### src/rtl/serial_stream_gen_if.sv
// Handshake and serial-output bundle for serial_stream_gen.
// The DUT connects through the slave modport, the word source through master.
interface serial_stream_gen_if #(
    parameter int WIDTH = 8
);
    logic [WIDTH-1:0] load_data;
    logic             load_valid;
    logic             load_ready;
    logic             abort;
    logic             ser_out;
    logic             ser_valid;
    logic             word_start;
    logic             busy;

    modport master (
        output load_data, load_valid, abort,
        input  load_ready, ser_out, ser_valid, word_start, busy
    );

    modport slave (
        input  load_data, load_valid, abort,
        output load_ready, ser_out, ser_valid, word_start, busy
    );
endinterface

### src/rtl/serial_stream_gen.sv
// Parallel-to-serial word generator with a one-word holding register so a
// continuously fed source produces a gap-free bit stream.
module serial_stream_gen #(
    parameter int WIDTH     = 8,
    parameter bit MSB_FIRST = 1'b1
) (
    input  logic                clk,
    input  logic                reset,
    serial_stream_gen_if.slave  bus
);
    localparam int               CNT_W = (WIDTH > 2) ? $clog2(WIDTH) : 1;
    localparam logic [CNT_W-1:0] LAST  = CNT_W'(WIDTH - 1);

    typedef enum logic {IDLE, SHIFT} state_t;

    state_t           state, state_nxt;
    logic [WIDTH-1:0] sreg;
    logic [WIDTH-1:0] hold;
    logic             hold_full;
    logic [CNT_W-1:0] cnt;

    logic xfer;
    logic last_bit;

    function automatic logic [WIDTH-1:0] shift_once(input logic [WIDTH-1:0] v);
        if (MSB_FIRST) return {v[WIDTH-2:0], 1'b0};
        else           return {1'b0, v[WIDTH-1:1]};
    endfunction

    // load_ready is purely registered, so the transfer qualifier never loops back
    assign xfer     = bus.load_valid && !hold_full;
    assign last_bit = (cnt == LAST);

    always_ff @(posedge clk or negedge reset) begin
        if (!reset) state <= IDLE;
        else        state <= state_nxt;
    end

    always_comb begin
        state_nxt = state;
        if (bus.abort) begin
            state_nxt = IDLE;
        end else begin
            case (state)
                IDLE:    if (xfer) state_nxt = SHIFT;
                SHIFT:   if (last_bit && !hold_full && !xfer) state_nxt = IDLE;
                default: state_nxt = IDLE;
            endcase
        end
    end

    always_ff @(posedge clk or negedge reset) begin
        if (!reset) begin
            sreg      <= '0;
            hold      <= '0;
            hold_full <= 1'b0;
            cnt       <= '0;
        end else if (bus.abort) begin
            sreg      <= '0;
            hold_full <= 1'b0;
            cnt       <= '0;
        end else if (state == IDLE) begin
            cnt <= '0;
            if (xfer) sreg <= bus.load_data;
        end else if (!last_bit) begin
            sreg <= shift_once(sreg);
            cnt  <= cnt + 1'b1;
            if (xfer) begin
                hold      <= bus.load_data;
                hold_full <= 1'b1;
            end
        end else begin
            // Word boundary: the held word wins, else a same-edge transfer bypasses hold
            cnt <= '0;
            if (hold_full) begin
                sreg      <= hold;
                hold_full <= 1'b0;
            end else if (xfer) begin
                sreg <= bus.load_data;
            end else begin
                sreg <= '0;
            end
        end
    end

    always_comb begin
        bus.ser_valid  = (state == SHIFT);
        bus.ser_out    = 1'b0;
        if (bus.ser_valid) bus.ser_out = MSB_FIRST ? sreg[WIDTH-1] : sreg[0];
        bus.word_start = bus.ser_valid && (cnt == '0);
        bus.busy       = bus.ser_valid || hold_full;
        bus.load_ready = !hold_full;
    end
endmodule
### src/flat_wrapper.sv
// flat-port wrapper written by rule: the top's interface ports become plain ports
module serial_stream_gen_flat 
#(
    parameter int WIDTH     = 8,
    parameter bit MSB_FIRST = 1'b1
)
  (clk, reset, bus_load_data, bus_load_valid, bus_abort, bus_load_ready, bus_ser_out, bus_ser_valid, bus_word_start, bus_busy);
  serial_stream_gen_if #(.WIDTH(WIDTH)) bus_i ();
  input  logic clk;
  input  logic reset;
  input wire logic [$bits(bus_i.load_data)-1:0] bus_load_data;
  input wire logic [$bits(bus_i.load_valid)-1:0] bus_load_valid;
  input wire logic [$bits(bus_i.abort)-1:0] bus_abort;
  output wire logic [$bits(bus_i.load_ready)-1:0] bus_load_ready;
  output wire logic [$bits(bus_i.ser_out)-1:0] bus_ser_out;
  output wire logic [$bits(bus_i.ser_valid)-1:0] bus_ser_valid;
  output wire logic [$bits(bus_i.word_start)-1:0] bus_word_start;
  output wire logic [$bits(bus_i.busy)-1:0] bus_busy;
  assign bus_i.load_data = bus_load_data;
  assign bus_i.load_valid = bus_load_valid;
  assign bus_i.abort = bus_abort;
  assign bus_load_ready = bus_i.load_ready;
  assign bus_ser_out = bus_i.ser_out;
  assign bus_ser_valid = bus_i.ser_valid;
  assign bus_word_start = bus_i.word_start;
  assign bus_busy = bus_i.busy;
  serial_stream_gen #(.WIDTH(WIDTH), .MSB_FIRST(MSB_FIRST)) u_core (.clk(clk), .reset(reset), .bus(bus_i));
endmodule
### config.mk
export PLATFORM = sky130hd
export DESIGN_NAME = serial_stream_gen_flat
export DESIGN_NICKNAME = d
export VERILOG_FILES = /design/src/rtl/serial_stream_gen_if.sv /design/src/rtl/serial_stream_gen.sv /design/src/flat_wrapper.sv
export SDC_FILE = /design/constraint.sdc
export NUM_CORES = 1
export LEC_CHECK = 0
export CAP_MARGIN = 20
export CORE_MARGIN = 8
export CORE_UTILIZATION = 55
export DETAILED_ROUTE_END_ITERATION = 10
export GPL_TIMING_DRIVEN = 0
export PLACE_DENSITY_LB_ADDON = 0.08
export SYNTH_ARGS = -nofsm -noshare
export SYNTH_HDL_FRONTEND = slang
export SYNTH_SLANG_ARGS = --single-unit
### constraint.sdc
create_clock -name clk -period 3.9 [get_ports clk]
set_input_delay 0.39 -clock clk [delete_from_list [all_inputs] [get_ports clk]]
set_output_delay 0.39 -clock clk [all_outputs]
set_load 0.02 [all_outputs]
==> results of run 1 <==
## cells in the final DEF, fill, tap and decap left out, drive strengths merged
master         instances
ha                     4
nor3                   2
and3b                  1
a221oi                 7
inv                    5
a21oi                  2
clkbuf                 9
nand2b                 2
a211o                  1
nor3b                  1
buf                    2
clkdlybuf4s50         16
mux2                   8
dfrtp                 21
and2b                  1
mux2i                  8
or2                    2
and2                   1
o32ai                  7
a211oi                 3
o21ai                  1
nor2                   9
or3                    1
## worst max-delay path, cell delays in order (launching register included)
cell and delay [ns]:
dfrtp_1 0.45, clkbuf_1 0.40, or2_1 0.17, clkdlybuf4s50_1 0.59
## synth_stat cells, types with 3 or more instances
library cell  number
dfrtp_1           21
nor2_1             9
mux2_4             8
mux2i_1            8
a221oi_1           7
o32ai_1            7
clkbuf_1           5
ha_1               4
a211oi_1           3
inv_1              3
## flip-flops by register name (all words and copies together) (netlist names)
name,count
u_core.bus.ser_valid,1
u_core.sreg,8
u_core.cnt,3
u_core.hold_full,1
u_core.hold,8
## path summary, 6_finish.rpt
path / start / to / slack [ns] / depth (start not counted)
setup / recovery: u_core.hold_full / bus_busy / 1.60 / 3
hold / removal: u_core.cnt[0] / u_core.cnt[0] / 0.48 / 1
hold reg to reg: u_core.cnt[0] / u_core.cnt[0] / 0.48 / 1
max in group asynchronous: reset / u_core.sreg[3] / 2.71 / 1
min in group asynchronous: reset / u_core.cnt[0] / 0.60 / 1
setup reg to reg: u_core.cnt[0] / u_core.hold[1] / 2.03 / 5
## layout make-up
type / instances / area [um2] / share of cell area (%)
Clock buffer: 4 / 26.28 / 1.970
Buffer: 7 / 37.54 / 2.814
Sequential cell: 21 / 525.5 / 39.40
Tap cell: 27 / 33.78 / 2.533
Timing Repair Buffer: 16 / 160.2 / 12.01
Inverter: 5 / 18.77 / 1.407
Multi-Input combinational cell: 61 / 531.8 / 39.87
## cells by family after synthesis
family | Yosys count | synth area share (%)
buffers and inverters | 12 | 5.057
DFF | 21 | 47.19
muxes | 16 | 17.98
AOI/OAI and AO/OA | 21 | 15.17
and+or+nand+nor | 20 | 10.11
adders and majority gates | 4 | 4.495
## stage by stage
stage / utilization [%] / instances
after floorplan: - / 94
after global placement: 67.33 / 137
after detailed placement: 67.33 / 137
after CTS: 68.69 / 141
after global routing: 68.69 / 141
final: 68.69 / 141
## power groups by stage
stage / clock, mW / sequential (mW) / combinational, mW
5_1_grt: 0.114 / 0.271 / 0.121
3_3_place_gp: 0 / 0.270 / 0.110
3_5_place_dp: 0 / 0.271 / 0.111
6_report: 0.104 / 0.268 / 0.111
2_1_floorplan: 0 / 0.267 / 0.0743
4_1_cts: 0.107 / 0.267 / 0.112
## layer usage
metal  wire length, um  global-route usage, %  vias to the layer above
li1                  -                      -                      389
met1              1000                  18.33                      399
met2              1157                  23.68                       20
met3               116                  2.331                        2
met4                13                  4.319                        0
met5                 0                      0                        -
==> impl_summary.txt, run 1 <==
----------------------------------------------------
[Run status]
  Result of the run ... completed

[Synth]
  Share of Yosys cell area claimed by the top area cell type ... 47.19%
  Yosys warnings ... 0
  Most common flop cell mapped by yosys ... dfrtp_1
  Post-synth EDFFs ... 0
  Flip-flop and latch count after synthesis ... 21
  Mean post-synth cell area ... 11.85 um2
  Post-Synthesis Cell Area ... 1114 um2
  Library cells used by synthesis ... 26
  Portion of the post-synthesis area used by sequential elements ... 47.19%
  FFs w/ async S/R, synth ... 100.0%
  Number of nets in the synthesized netlist ... 110
  Synthesized instance count ... 94
  Dominant cells by area after synthesis ... dfrtp_1, mux2_4, mux2i_1, a221oi_1, o32ai_1
  Cell accounting for the most synthesized area ... dfrtp_1

[STA]
  Setup repair after global routing missed its margin ... no
  Worst-case hold slack ... 0.4833 ns
  Final period demand of the worst path ... 2.304 ns
  Peak clock frequency supported by timing ... 0.4341 GHz
  Post-route clock period utilization ... 59.07%
  Final Hold Fails ... 0
  Worst rel slew slack ... 36.28%
  Max-slew violation count ... 0
  Measured slew at the worst slew-check pin ... 0.9528 ns
  Clock Skews ... 0.01071 ns
  Final worst setup slack ... 1.596 ns
  Summed negative setup slack over all endpoints ... 0 ns
  Final setup vio count ... 0

[Worst setup path]
  Arrival time at the worst endpoint ... 1.91 ns
  Crit. End Element ... output pin
  Type of the worst setup path ... reg -> out
  Maximum fanout encountered on the critical timing path ... 10
  Element type at the critical path start ... register
  Required time at the worst-slack endpoint ... 3.51 ns

[CTS]
  Number of hold buffers added after cts ... 0
  Clock tree from TritonCTS ... done
  Library cell used as clock root buffer ... clkbuf_4
  Worst-Skew Late Latency ... 0.30 ns
  H-tree depth ... 1
  Buffer levels on the longest clock path ... 2
  Clock-pin slew reported for the worst setup and hold paths after clock tree synthesis ... 0.12 ns
  Post-CTS Setup Repair Bufs ... 0
  TritonCTS Buffers ... 3
  Total number of clock tree sinks ... 21
  Total of cells resized after clock tree synthesis ... 0

[Place]
  Pre-CTS setup slack ... 1.877 ns
  Detailed-placement wirelength estimate ... 1644 um
  Gpl congestion ... 0.7201
  IO buf count ... 16
  Placed instance area ... 1308 um2

[Detailed routing]
  Routed WL ... 2288 um
  Detailed-route DRC error count ... 0
  Via density ... 5.745
  Detailed router's first-iteration violation count ... 11
  Count of nets left with antenna violations after detail routing ... 0
  Via count ... 810
  Routed len/inst ... 16.23 um
  First drt pass iteration count ... 4

[Pwr]
  Net switching power of the design ... 0.1278 mW
  Leak pwr ... 0.6010 nW
  Power density over cell area ... 361.8 nW/um2
  Clock share of power ... 21.5%
  Logic pwr share ... 23.0%
  Overall Power ... 0.4826 mW
  Sequential power share ... 55.5%
  Internal power contribution ... 0.3547 mW
  Switching power share of the total ... 26.49%
  Worst VDD drop ... 0.2734 mV

[Floorplan]
  Core region area ... 1942 um2
  Floorplan row count ... 16
  Die area ... 3720 um2
  Initial Utilization ... 57.35%
  I/O pin total ... 17
  Die width ... 61.00 um
  Height of the die ... 61.00 um

[Final layout]
  Share of cells above drive strength 1 ... 14.91%
  Final Instance Area ... 1334 um2
  Total of fill cells in the finished design ... 152
  Fin nets ... 131
  Antenna diode instance count ... 0
  Layout-stage area growth over the synthesis result ... 19.78%

[Global routing]
  Maximum number of pins on one net before global-route repair ... 22
  Global-route wire length before repair ... 4057 um
  Total grt overflow ... 0
  Antenna violations before repair ... 0
  Total global-route track usage ... 14.25%
  Via count of the first global-routing pass ... 882

[Hold path]
  HP Class ... reg -> reg

[Run]
  Total of max-cap violations ... 0

----------------------------------------------------
No activity file was read; power rests on OpenSTA's default activity.
==> inputs of run 2 (changes only) <==
--- a/config.mk
+++ b/config.mk
@@ -7,7 +7,7 @@
 export LEC_CHECK = 0
 export CAP_MARGIN = 20
 export CORE_MARGIN = 8
-export CORE_UTILIZATION = 55
+export CORE_UTILIZATION = 52
 export DETAILED_ROUTE_END_ITERATION = 10
 export GPL_TIMING_DRIVEN = 0
 export PLACE_DENSITY_LB_ADDON = 0.08
==> constraint.sdc (replaced) <==
create_clock -name clk -period 2.3 [get_ports clk]
set_input_delay 0.23 -clock clk [delete_from_list [all_inputs] [get_ports clk]]
set_output_delay 0.23 -clock clk [all_outputs]
set_load 0.02 [all_outputs]
==> impl_summary.txt, run 2 (same netlist as run 1, synthesis figures left out) <==
----------------------------------------------------
[Place]
  Gpl congestion ... 0.7007 (-2.7%)
  Pre-CTS setup slack ... 0.4315 ns (-1.445 ns)
  Placed instance area ... 1308 um2 (unchanged)
  IO buf count ... 16 (unchanged)
  Detailed-placement wirelength estimate ... 1608 um (-2.2%)

[Hold path]
  HP Class ... in -> async

[Worst setup path]
  Worst R2R Setup Slack ... 0.45 ns (-1.58 ns)
  Type of the worst setup path ... reg -> out
  Master of the slowest instance on the critical path ... clkdlybuf4s50_1
  Element type at the critical path start ... register
  R2R cell count ... 5 (unchanged)
  Arrival time at the worst endpoint ... 1.83 ns (-0.08 ns)
  Reg-to-Reg End ... u_core.hold[5]
  Beginning of the worst register-to-register path ... u_core.cnt[0]
  Ordered cell list for the critical path ... clkbuf_1, and3b_1, clkdlybuf4s50_1
  Maximum fanout encountered on the critical timing path ... 10 (unchanged)
  Crit. End Element ... output pin
  Required time at the worst-slack endpoint ... 2.07 ns (-1.44 ns)
  Delay of the slowest critical-path stage ... 0.60 ns (about the same)

[CTS]
  Total number of clock tree sinks ... 21 (unchanged)
  Clock-pin slew reported for the worst setup and hold paths after clock tree synthesis ... 0.12 ns (about the same)
  Number of hold buffers added after cts ... 0 (unchanged)
  Worst-Skew Late Latency ... 0.31 ns (about the same)
  Buffer levels on the longest clock path ... 2 (unchanged)
  Library cell used as clock root buffer ... clkbuf_4
  H-tree depth ... 1 (unchanged)
  Total of cells resized after clock tree synthesis ... 0 (unchanged)
  Clock tree from TritonCTS ... done
  TritonCTS Buffers ... 3 (unchanged)
  Post-CTS Setup Repair Bufs ... 0 (unchanged)

[Pwr]
  Switching power share of the total ... 27.27% (+0.78 points)
  Clock share of power ... 21.8% (+0.3 points)
  Logic pwr share ... 22.4% (-0.6 points)
  Sequential power share ... 55.8% (+0.3 points)
  Internal power contribution ... 0.5984 mW (+69%)
  Leak pwr ... 0.6026 nW (+0.26%)
  Power density over cell area ... 618.0 nW/um2 (+71%)
  Overall Power ... 0.8227 mW (+70%)
  Net switching power of the design ... 0.2243 mW (+75%)
  Worst VDD drop ... 0.4676 mV (+71%)

[STA]
  Post-route clock period utilization ... 89.37%
  Peak clock frequency supported by timing ... 0.4865 GHz
  Final worst setup slack ... 0.2444 ns (-1.352 ns)
  Worst rel slew slack ... 36.48% (+0.20 points)
  Final period demand of the worst path ... 2.056 ns
  Setup repair after global routing missed its margin ... no
  Final Hold Fails ... 0 (unchanged)
  Measured slew at the worst slew-check pin ... 0.9498 ns (-0.003006 ns)
  Max-slew violation count ... 0 (unchanged)
  Summed negative setup slack over all endpoints ... 0 ns (unchanged)
  Final setup vio count ... 0 (unchanged)
  Clock Skews ... 0.002485 ns (-0.008223 ns)

[Final layout]
  Layout-stage area growth over the synthesis result ... 19.55%
  Antenna diode instance count ... 0 (unchanged)
  Fin nets ... 130 (-0.76%)
  Most frequent standard cell in the layout excluding fill and tap cells ... dfrtp_1
  Final Instance Area ... 1331 um2 (-0.19%)
  Share of cells above drive strength 1 ... 15.93% (+1.0 points)
  Leading cell types in the layout, fill and taps excluded ... dfrtp_1, clkdlybuf4s50_1, nor2_1
  Largest registers ... u_core.hold x8, u_core.sreg x8, u_core.cnt x3

[Detailed routing]
  Detailed router's first-iteration violation count ... 24 (+13)
  First drt pass iteration count ... 4 (unchanged)
  Via density ... 5.914 (+3.0%)
  Detailed-route DRC error count ... 0 (unchanged)
  Routed WL ... 2204 um (-3.7%)
  Routed len/inst ... 15.74 um (-3.0%)
  Via count ... 828 (+2.2%)
  Count of nets left with antenna violations after detail routing ... 0 (unchanged)

[Floorplan]
  Initial Utilization ... 56.19% (-1.2 points)
  Floorplan row count ... 16 (unchanged)
  Core region area ... 1982 um2 (+2.1%)
  I/O pin total ... 17 (unchanged)
  Die width ... 62.28 um (+2.1%)
  Die area ... 3878 um2 (+4.2%)
  Height of the die ... 62.28 um (+2.1%)

[Global routing]
  Maximum number of pins on one net before global-route repair ... 22 (unchanged)
  Antenna violations before repair ... 0 (unchanged)
  Via count of the first global-routing pass ... 869 (-1.5%)
  Total grt overflow ... 0 (unchanged)
  Global-route wire length before repair ... 4050 um (-0.17%)
  Total global-route track usage ... 12.52% (-1.7 points)

[Run status]
  Result of the run ... completed

[Run]
  Total of max-cap violations ... 0 (unchanged)

----------------------------------------------------
-- run 2: cell types whose count changed in the layout (fill, tap and decap cells not counted), sizes merged --
cell    before  now
clkbuf       9    7
clkinv       0    1
-- run 2: power by group through the flow --
stage / clock network, mW / logic (mW) / registers, mW
finish: 0.179 / 0.184 / 0.459
detailed placement: 0 / 0.189 / 0.462
global route: 0.199 / 0.202 / 0.464
global placement: 0 / 0.186 / 0.458
floorplan: 0 / 0.126 / 0.453
CTS: 0.186 / 0.190 / 0.455
-- run 2: worst max-delay path by stage --
stage,slack (ns),cells past startpoint,from,end
final,0.24,3,u_core.bus.ser_valid,bus_word_start
after global routing,0.09,3,u_core.bus.ser_valid,bus_word_start
after CTS,0.13,3,u_core.hold_full,bus_busy
after detailed placement,0.43,5,bus_load_valid,u_core.hold[4]
after global placement,0.43,5,bus_load_valid,u_core.hold[4]
after floorplan,0.55,5,u_core.cnt[0],u_core.hold[0]
-- run 2: layer usage --
layer / part of all wire [%] / wire (um) / track usage, %
met5: 0 / 0 / 0
met4: 1.9 / 42 / 5.983
met2: 48 / 1058 / 20.70
met1: 45 / 999 / 15.15
met3: 4.7 / 103 / 2.509
-- run 2: worst max-delay path: cells and delay by family (launching register included) --
family	cells	cell delay, ns
AND/OR/NAND/NOR	1	0.21
buffers and inverters	2	0.92
flip-flops	1	0.39
-- run 2: metrics by stage --
| stage | cells | hold slack [ns] | util [%] |
|---|---|---|---|
| 5_1_grt | 140 | 0.5116 | 67.17 |
| 3_5_place_dp | 137 | 0.4643 | 65.97 |
| 3_3_place_gp | 137 | 0.4645 | 65.97 |
| 2_1_floorplan | 94 | -0.06559 | - |
| 4_1_cts | 141 | 0.4460 | 67.36 |
| 6_report | 140 | 0.4376 | 67.17 |
-- run 2: area by class of cell --
class / instances / area, um2
plain buffers: 6 / 33.78
clock buffers: 3 / 22.52
clock inverters: 1 / 5.005
fillers: 155 / 650.6
inverters: 5 / 18.77
multi-input cells: 61 / 531.8
flip-flops and latches: 21 / 525.5
well taps: 27 / 33.78
repair buffers: 16 / 160.2
